### src/rtl/pulse_sched_pkg.sv
// Shared definitions for the pulse scheduler slice.
//   - default NUM_REQ / WIDTH / GAP constants
//   - FSM state encoding (ST_IDLE, ST_SHIFT, ST_GAP)
//   - helper for sizing counters that must hold values 0..n-1
package pulse_sched_pkg;

    localparam int DEF_NUM_REQ = 4;
    localparam int DEF_WIDTH   = 16;
    localparam int DEF_GAP     = 2;

    typedef enum logic [1:0] {
        ST_IDLE  = 2'd0,
        ST_SHIFT = 2'd1,
        ST_GAP   = 2'd2
    } state_t;

    // Width of a counter covering 0..n-1, never narrower than one bit.
    function automatic int cnt_width(input int n);
        return (n <= 2) ? 1 : $clog2(n);
    endfunction

endpackage

### src/rtl/pulse_scheduler_if.sv
// Requester-side bus of the pulse scheduler.
//   req     : per-requester request level
//   pattern : requester i occupies bits [i*WIDTH +: WIDTH]
//   ack     : one-cycle pulse, pattern i has been latched
//   done    : one-cycle pulse, last bit of frame i has been emitted
//
// Handshake: a requester raises req[i] with a stable pattern and holds both
// until it sees ack[i]; the pattern may change once ack[i] has been seen.
// A req[i] still high when the scheduler next returns to IDLE counts as a
// fresh request.
interface pulse_scheduler_if
    import pulse_sched_pkg::*;
#(
    parameter int NUM_REQ = DEF_NUM_REQ,
    parameter int WIDTH   = DEF_WIDTH
);
    logic [NUM_REQ-1:0]       req;
    logic [NUM_REQ*WIDTH-1:0] pattern;
    logic [NUM_REQ-1:0]       ack;
    logic [NUM_REQ-1:0]       done;

    modport master (output req, output pattern, input ack, input done);
    modport slave  (input req, input pattern, output ack, output done);
endinterface

### src/rtl/rr_arbiter.sv
// Combinational round-robin arbiter.
//   req        : request vector
//   last_grant : index of the previous winner
//   winner     : first set request searching upward from last_grant+1, wrapping
//   valid      : at least one request is set
module rr_arbiter
    import pulse_sched_pkg::*;
#(
    parameter int NUM_REQ = DEF_NUM_REQ,
    parameter int IW      = $clog2(NUM_REQ)
) (
    input  logic [NUM_REQ-1:0] req,
    input  logic [IW-1:0]      last_grant,
    output logic [IW-1:0]      winner,
    output logic               valid
);

    logic [IW-1:0] idx;

    always_comb begin
        winner = '0;
        valid  = 1'b0;
        idx    = '0;
        // Offset NUM_REQ wraps back to last_grant itself, so a lone
        // requester can win repeatedly.
        for (int off = 1; off <= NUM_REQ; off++) begin
            idx = IW'((int'(last_grant) + off) % NUM_REQ);
            if (!valid && req[idx]) begin
                valid  = 1'b1;
                winner = idx;
            end
        end
    end

endmodule

### src/rtl/pulse_scheduler.sv
// Round-robin pulse scheduler: grants one requester at a time, latches its
// pattern, shifts it out MSB-first on pulse_out, then idles GAP cycles.
//   clock, reset : rising-edge clock, asynchronous active-high reset
//   bus          : requester bus (req/pattern in, ack/done out)
//   pulse_out    : serial frame data, 0 when not shifting
//   busy         : high whenever the FSM is not in IDLE
//   grant_id     : index of the current or most recent grant
//   state_dbg    : FSM state
module pulse_scheduler
    import pulse_sched_pkg::*;
#(
    parameter int NUM_REQ = DEF_NUM_REQ,
    parameter int WIDTH   = DEF_WIDTH,
    parameter int GAP     = DEF_GAP
) (
    input  logic                       clock,
    input  logic                       reset,
    pulse_scheduler_if.slave           bus,
    output logic                       pulse_out,
    output logic                       busy,
    output logic [$clog2(NUM_REQ)-1:0] grant_id,
    output state_t                     state_dbg
);

    localparam int IW  = $clog2(NUM_REQ);
    localparam int BCW = cnt_width(WIDTH);
    localparam int GCW = cnt_width(GAP);
    localparam logic [BCW-1:0] BIT_LAST = BCW'(WIDTH - 1);
    localparam logic [GCW-1:0] GAP_LAST = GCW'((GAP > 0) ? GAP - 1 : 0);

    state_t             state, state_nxt;
    logic [WIDTH-1:0]   shreg;
    logic [BCW-1:0]     bit_cnt;
    logic [GCW-1:0]     gap_cnt;
    logic [IW-1:0]      last_grant;
    logic [IW-1:0]      winner;
    logic               win_valid;
    logic [WIDTH-1:0]   pat_sel;
    logic [NUM_REQ-1:0] ack_q;
    logic [NUM_REQ-1:0] done_q;
    logic               accept;
    logic               frame_end;

    rr_arbiter #(.NUM_REQ(NUM_REQ), .IW(IW)) u_arb (
        .req        (bus.req),
        .last_grant (last_grant),
        .winner     (winner),
        .valid      (win_valid)
    );

    always_comb begin
        pat_sel = '0;
        for (int i = 0; i < NUM_REQ; i++) begin
            if (winner == IW'(i)) pat_sel = bus.pattern[i*WIDTH +: WIDTH];
        end
    end

    always_comb begin
        state_nxt = state;
        accept    = 1'b0;
        frame_end = 1'b0;
        case (state)
            ST_IDLE: begin
                if (win_valid) begin
                    accept    = 1'b1;
                    state_nxt = ST_SHIFT;
                end
            end
            ST_SHIFT: begin
                if (bit_cnt == BIT_LAST) begin
                    frame_end = 1'b1;
                    state_nxt = (GAP == 0) ? ST_IDLE : ST_GAP;
                end
            end
            ST_GAP: begin
                if (gap_cnt == GAP_LAST) state_nxt = ST_IDLE;
            end
            default: state_nxt = ST_IDLE;
        endcase
    end

    always_ff @(posedge clock or posedge reset) begin
        if (reset) state <= ST_IDLE;
        else       state <= state_nxt;
    end

    always_ff @(posedge clock or posedge reset) begin
        if (reset) begin
            shreg      <= '0;
            bit_cnt    <= '0;
            gap_cnt    <= '0;
            last_grant <= IW'(NUM_REQ - 1);
            grant_id   <= '0;
            ack_q      <= '0;
            done_q     <= '0;
        end else begin
            ack_q  <= '0;
            done_q <= '0;
            if (accept) begin
                shreg      <= pat_sel;
                grant_id   <= winner;
                last_grant <= winner;
                ack_q      <= NUM_REQ'(1) << winner;
                bit_cnt    <= '0;
                gap_cnt    <= '0;
            end else if (state == ST_SHIFT) begin
                shreg   <= {shreg[WIDTH-2:0], 1'b0};
                bit_cnt <= bit_cnt + 1'b1;
                if (frame_end) done_q <= NUM_REQ'(1) << grant_id;
            end else if (state == ST_GAP) begin
                gap_cnt <= gap_cnt + 1'b1;
            end
        end
    end

    // Combinational from state so an asynchronous reset silences the line
    // immediately.
    assign pulse_out = (state == ST_SHIFT) & shreg[WIDTH-1];
    assign busy      = (state != ST_IDLE);
    assign state_dbg = state;
    assign bus.ack   = ack_q;
    assign bus.done  = done_q;

endmodule

### src/flat_wrapper.sv
// flat-port wrapper written by rule: the top's interface ports become plain ports
module pulse_scheduler_flat import pulse_sched_pkg::*;
#(
    parameter int NUM_REQ = DEF_NUM_REQ,
    parameter int WIDTH   = DEF_WIDTH,
    parameter int GAP     = DEF_GAP
)
  (clock, reset, pulse_out, busy, grant_id, state_dbg, bus_req, bus_pattern, bus_ack, bus_done);
  pulse_scheduler_if #(.NUM_REQ(NUM_REQ), .WIDTH(WIDTH)) bus_i ();
  input  logic clock;
  input  logic reset;
  output logic pulse_out;
  output logic busy;
  output logic [$clog2(NUM_REQ)-1:0] grant_id;
  output state_t state_dbg;
  input wire logic [$bits(bus_i.req)-1:0] bus_req;
  input wire logic [$bits(bus_i.pattern)-1:0] bus_pattern;
  output wire logic [$bits(bus_i.ack)-1:0] bus_ack;
  output wire logic [$bits(bus_i.done)-1:0] bus_done;
  assign bus_i.req = bus_req;
  assign bus_i.pattern = bus_pattern;
  assign bus_ack = bus_i.ack;
  assign bus_done = bus_i.done;
  pulse_scheduler #(.NUM_REQ(NUM_REQ), .WIDTH(WIDTH), .GAP(GAP)) u_core (.clock(clock), .reset(reset), .bus(bus_i), .pulse_out(pulse_out), .busy(busy), .grant_id(grant_id), .state_dbg(state_dbg));
endmodule
### config.mk
export PLATFORM = sky130hd
export DESIGN_NAME = pulse_scheduler_flat
export DESIGN_NICKNAME = d
export VERILOG_FILES = /design/src/rtl/pulse_sched_pkg.sv /design/src/rtl/pulse_scheduler_if.sv /design/src/rtl/rr_arbiter.sv /design/src/rtl/pulse_scheduler.sv /design/src/flat_wrapper.sv
export SDC_FILE = /design/constraint.sdc
export NUM_CORES = 1
export LEC_CHECK = 0
export BUFFER_PORTS_ARGS = -buffer_cell sky130_fd_sc_hd__buf_4
export CAP_MARGIN = 40
export CORE_MARGIN = 2
export CORE_UTILIZATION = 35
export CTS_BUF_LIST = sky130_fd_sc_hd__clkbuf_2 sky130_fd_sc_hd__clkbuf_4 sky130_fd_sc_hd__clkbuf_8
export CTS_CLUSTER_DIAMETER = 60
export DETAILED_ROUTE_END_ITERATION = 16
export SETUP_SLACK_MARGIN = 0.15
export SYNTH_ARGS = -nofsm -noshare
export SYNTH_HDL_FRONTEND = slang
export SYNTH_SLANG_ARGS = --single-unit
### constraint.sdc
create_clock -name clock -period 3 [get_ports clock]
set_input_delay 0 -clock clock [delete_from_list [all_inputs] [get_ports clock]]
set_output_delay 0 -clock clock [all_outputs]
set_load 0.01 [all_outputs]
==> impl_results.md <==
- Status: complete, no violations
- Detailed Route Iter0 Violations: 108
- Critical Path RT: 3230 ps
- Synthesis-to-finish area growth: 39.5%
- PostCTS Resize Cnt: 0
- Top FF cell, synth: dfrtp_1
- Overflow after GRT: 0
- Post-synth cell types: 46
- Number of synthesized flops with an enable pin: 0
- RSZ-0062 raised after global routing: no
- Port bufs: 83
- Worst Setup End Kind: register
- Worst vdd ir: 0.000378 V
- Clock Sinks: 35
- Hold/Removal Path Class: in -> reg
- Vias in the first global route: 2011
- Rows: 27
- Routed len/inst: 17.4 um
- Initial antenna violation count: 0
- Tcrit/Tclk final: 0.739
- Diodes inserted: 0
- # setup viols final: 0
- Pre-CTS setup slack: 801 ps
- CP Data Arrival Time: 2440 ps
- Die area: 0.00642 sq mm
- Max Clk Rate: 451 MHz
- Power Dens Cells: 777 mW/mm^2
- Register cell area after layout: 878 sq um
- Postcts setup bufs: 0
- Slowest cell delay on critical path: 580 ps
- Synth Cell Area: 0.00203 sq mm
- CP top delay family: simple AND/OR/NAND/NOR gates
- #FFs+latches synth: 35
- Area of the core: 0.00554 sq mm
- Hold_ws: 5.82 ps
- FILL cells: 568
- Clock Path Buffers: 2
- CP max stage cell: dfstp_2
- Final Hold Violating Endpoints: 0
- Setup_tns: 0 ps
- CP Max Fanout: 14
- H-Tree Depth: 2
- Layout Skew: 5.96 ps
- First drt pass iteration count: 4
- Seq/Total Area, Yosys: 0.433
- Via density: 5.66
- Num CTS Buffers: 5
- Synth top area cells: dfrtp_1 41%, o21ai_0 5.2%, o221ai_1 4.8%
- Avg Synthesized Cell Area: 9.48 sq um
- Async SR Flop Fraction: 1.00
- Slew margin rel.: 0.490
- Die Y: 80.1 um
- Multi-input logic area: 0.00107 sq mm
- Number of remaining DRC errors: 0
- Remaining antenna violation count: 0
- First-pass GRT wire length: 10000 um
- Lkg Pwr: 1.32 nW
- Routability Congestion: 0.758
- Worst skew pair latency: 280 ps
- Worst Setup Start Kind: register
- Hold Buf Count CTS: 2
- Worst-Margin Slew: 766 ps
- Total I/O pin count: 84
- Final worst slack: 783 ps
- WP buf/inv: 0
- Initial Utilization: 0.366
- Via count: 2112
- CTS tree: yes
- GRT Total Usage: 0.204
- Die X: 80.1 um
- Dpl hpwl: 4830 um
- Tmin final: 2220 ps
- Post-Route WL: 6470 um
- Area fraction of the dominant cell type after synthesis: 0.407
- WS Path Type: reg -> reg
- CP Cell Sequence: and2b_1 -> a21oi_2 -> nand2_1 -> nor3_1 -> o32a_1
- Mapped Nets: 285
- Layout cells sized above 1: 0.349
- Worst R2R Setup Slack: 780 ps
- YS warnings: 0
- Mapped Cells: 214
- Synth area leader: dfrtp_1
- CTS root buffer: clkbuf_8
- Pin count of the biggest net entering global routing: 36
- Nets: 371
- Reg clk slew, reported paths: 70 ps
- Max cap viols: 0
- Max Slew Vio Count: 0
## layout by cell type, fill, tap and decap left out, types with 3 or more instances in the layout
cell type	count
o21a_1	3
a221oi_1	6
a211oi_1	7
a21o_1	8
and3_1	9
o22ai_1	8
nor3_1	6
a21oi_1	12
o21ai_0	21
inv_1	5
nand2_1	13
nand3_1	10
buf_4	88
dfrtp_1	33
o221ai_1	11
clkbuf_8	5
o21ai_1	3
nor2_1	8
## final timing paths
check,startpoint,end,depth (start not counted)
hold / removal,bus_pattern[2],u_core.shreg[2]$_DFFE_PP0P_,3
hold reg to reg,u_core.shreg[0]$_DFFE_PP0P_,u_core.shreg[0]$_DFFE_PP0P_,2
setup reg to reg,u_core.last_grant[0]$_DFFE_PP1N_,u_core.shreg[12]$_DFFE_PP0P_,5
max in group asynchronous,reset,u_core.last_grant[0]$_DFFE_PP1N_,4
min in group asynchronous,reset,u_core.state_dbg[0]$_DFFE_PP0P_,4
setup / recovery,u_core.last_grant[0]$_DFFE_PP1N_,u_core.shreg[12]$_DFFE_PP0P_,5
## area by class of cell
| type | instances | area share |
|---|---|---|
| multi-input cells | 163 | 0.379 |
| inverters | 5 | 0.00663 |
| flip-flops and latches | 35 | 0.310 |
| clock inverters | 1 | 0.00177 |
| well taps | 72 | 0.0318 |
| clock buffers | 7 | 0.0296 |
| repair buffers | 90 | 0.240 |
## metal layers
metal	share of wire	global-route usage	wire, um	vias to the layer above
met3	0.053	0.0337	341	9
met1	0.45	0.283	2920	1021
met2	0.48	0.322	3090	66
li1	-	-	-	1016
met5	0	0	0	-
met4	0.018	0.0712	119	0
## cell usage after synthesis, drive strengths merged, types with 3 or more instances
library cell	number
a21oi	13
o21ai	24
a21o	8
inv	5
clkbuf	8
buf	3
o22ai	8
nand2	13
o221ai	11
and3	9
o21a	3
nand3	10
dfrtp	33
a221oi	6
a211oi	7
nor2	9
nor3	6
## state kept, by name, indices dropped and copies added (netlist names)
signal	flops
u_core.bus.ack	4
u_core.shreg	16
u_core.last_grant	2
u_core.gap_cnt	1
u_core.bit_cnt	4
u_core.grant_id	2
u_core.state_dbg	2
u_core.bus.done	4
## kinds of logic after synthesis
kind of cell	share of synthesized area
flops	0.433
buf+inv	0.0376
fa+ha+maj	0.00617
simple gates	0.162
compound gates	0.352
mux	0.00987
## stage by stage
| step | instance area, sq um | instances | power [mW] | util |
|---|---|---|---|---|
| 2_1_floorplan | 2030 | 214 | 1.50 | - |
| 3_3_place_gp | 2720 | 363 | 1.83 | 0.491 |
| 3_5_place_dp | 2720 | 363 | 1.86 | 0.491 |
| 4_1_cts | 2830 | 373 | 2.20 | 0.511 |
| 5_1_grt | 2830 | 373 | 2.37 | 0.511 |
| 6_report | 2830 | 373 | 2.20 | 0.511 |
## tightest hold or removal path, cell delays in order
cell and delay [ps]:
buf_4 80, a211oi_1 50, o21ai_0 130
## report_power, final
| group | internal, mW | switching (mW) | leakage (nW) | total (mW) |
|---|---|---|---|---|
| registers | 0.655 | 0.156 | 0.439 | 0.811 |
| clock network | 0.181 | 0.164 | 0.0491 | 0.345 |
| logic | 0.473 | 0.570 | 0.835 | 1.04 |
No activity file was read; power rests on OpenSTA's default activity.
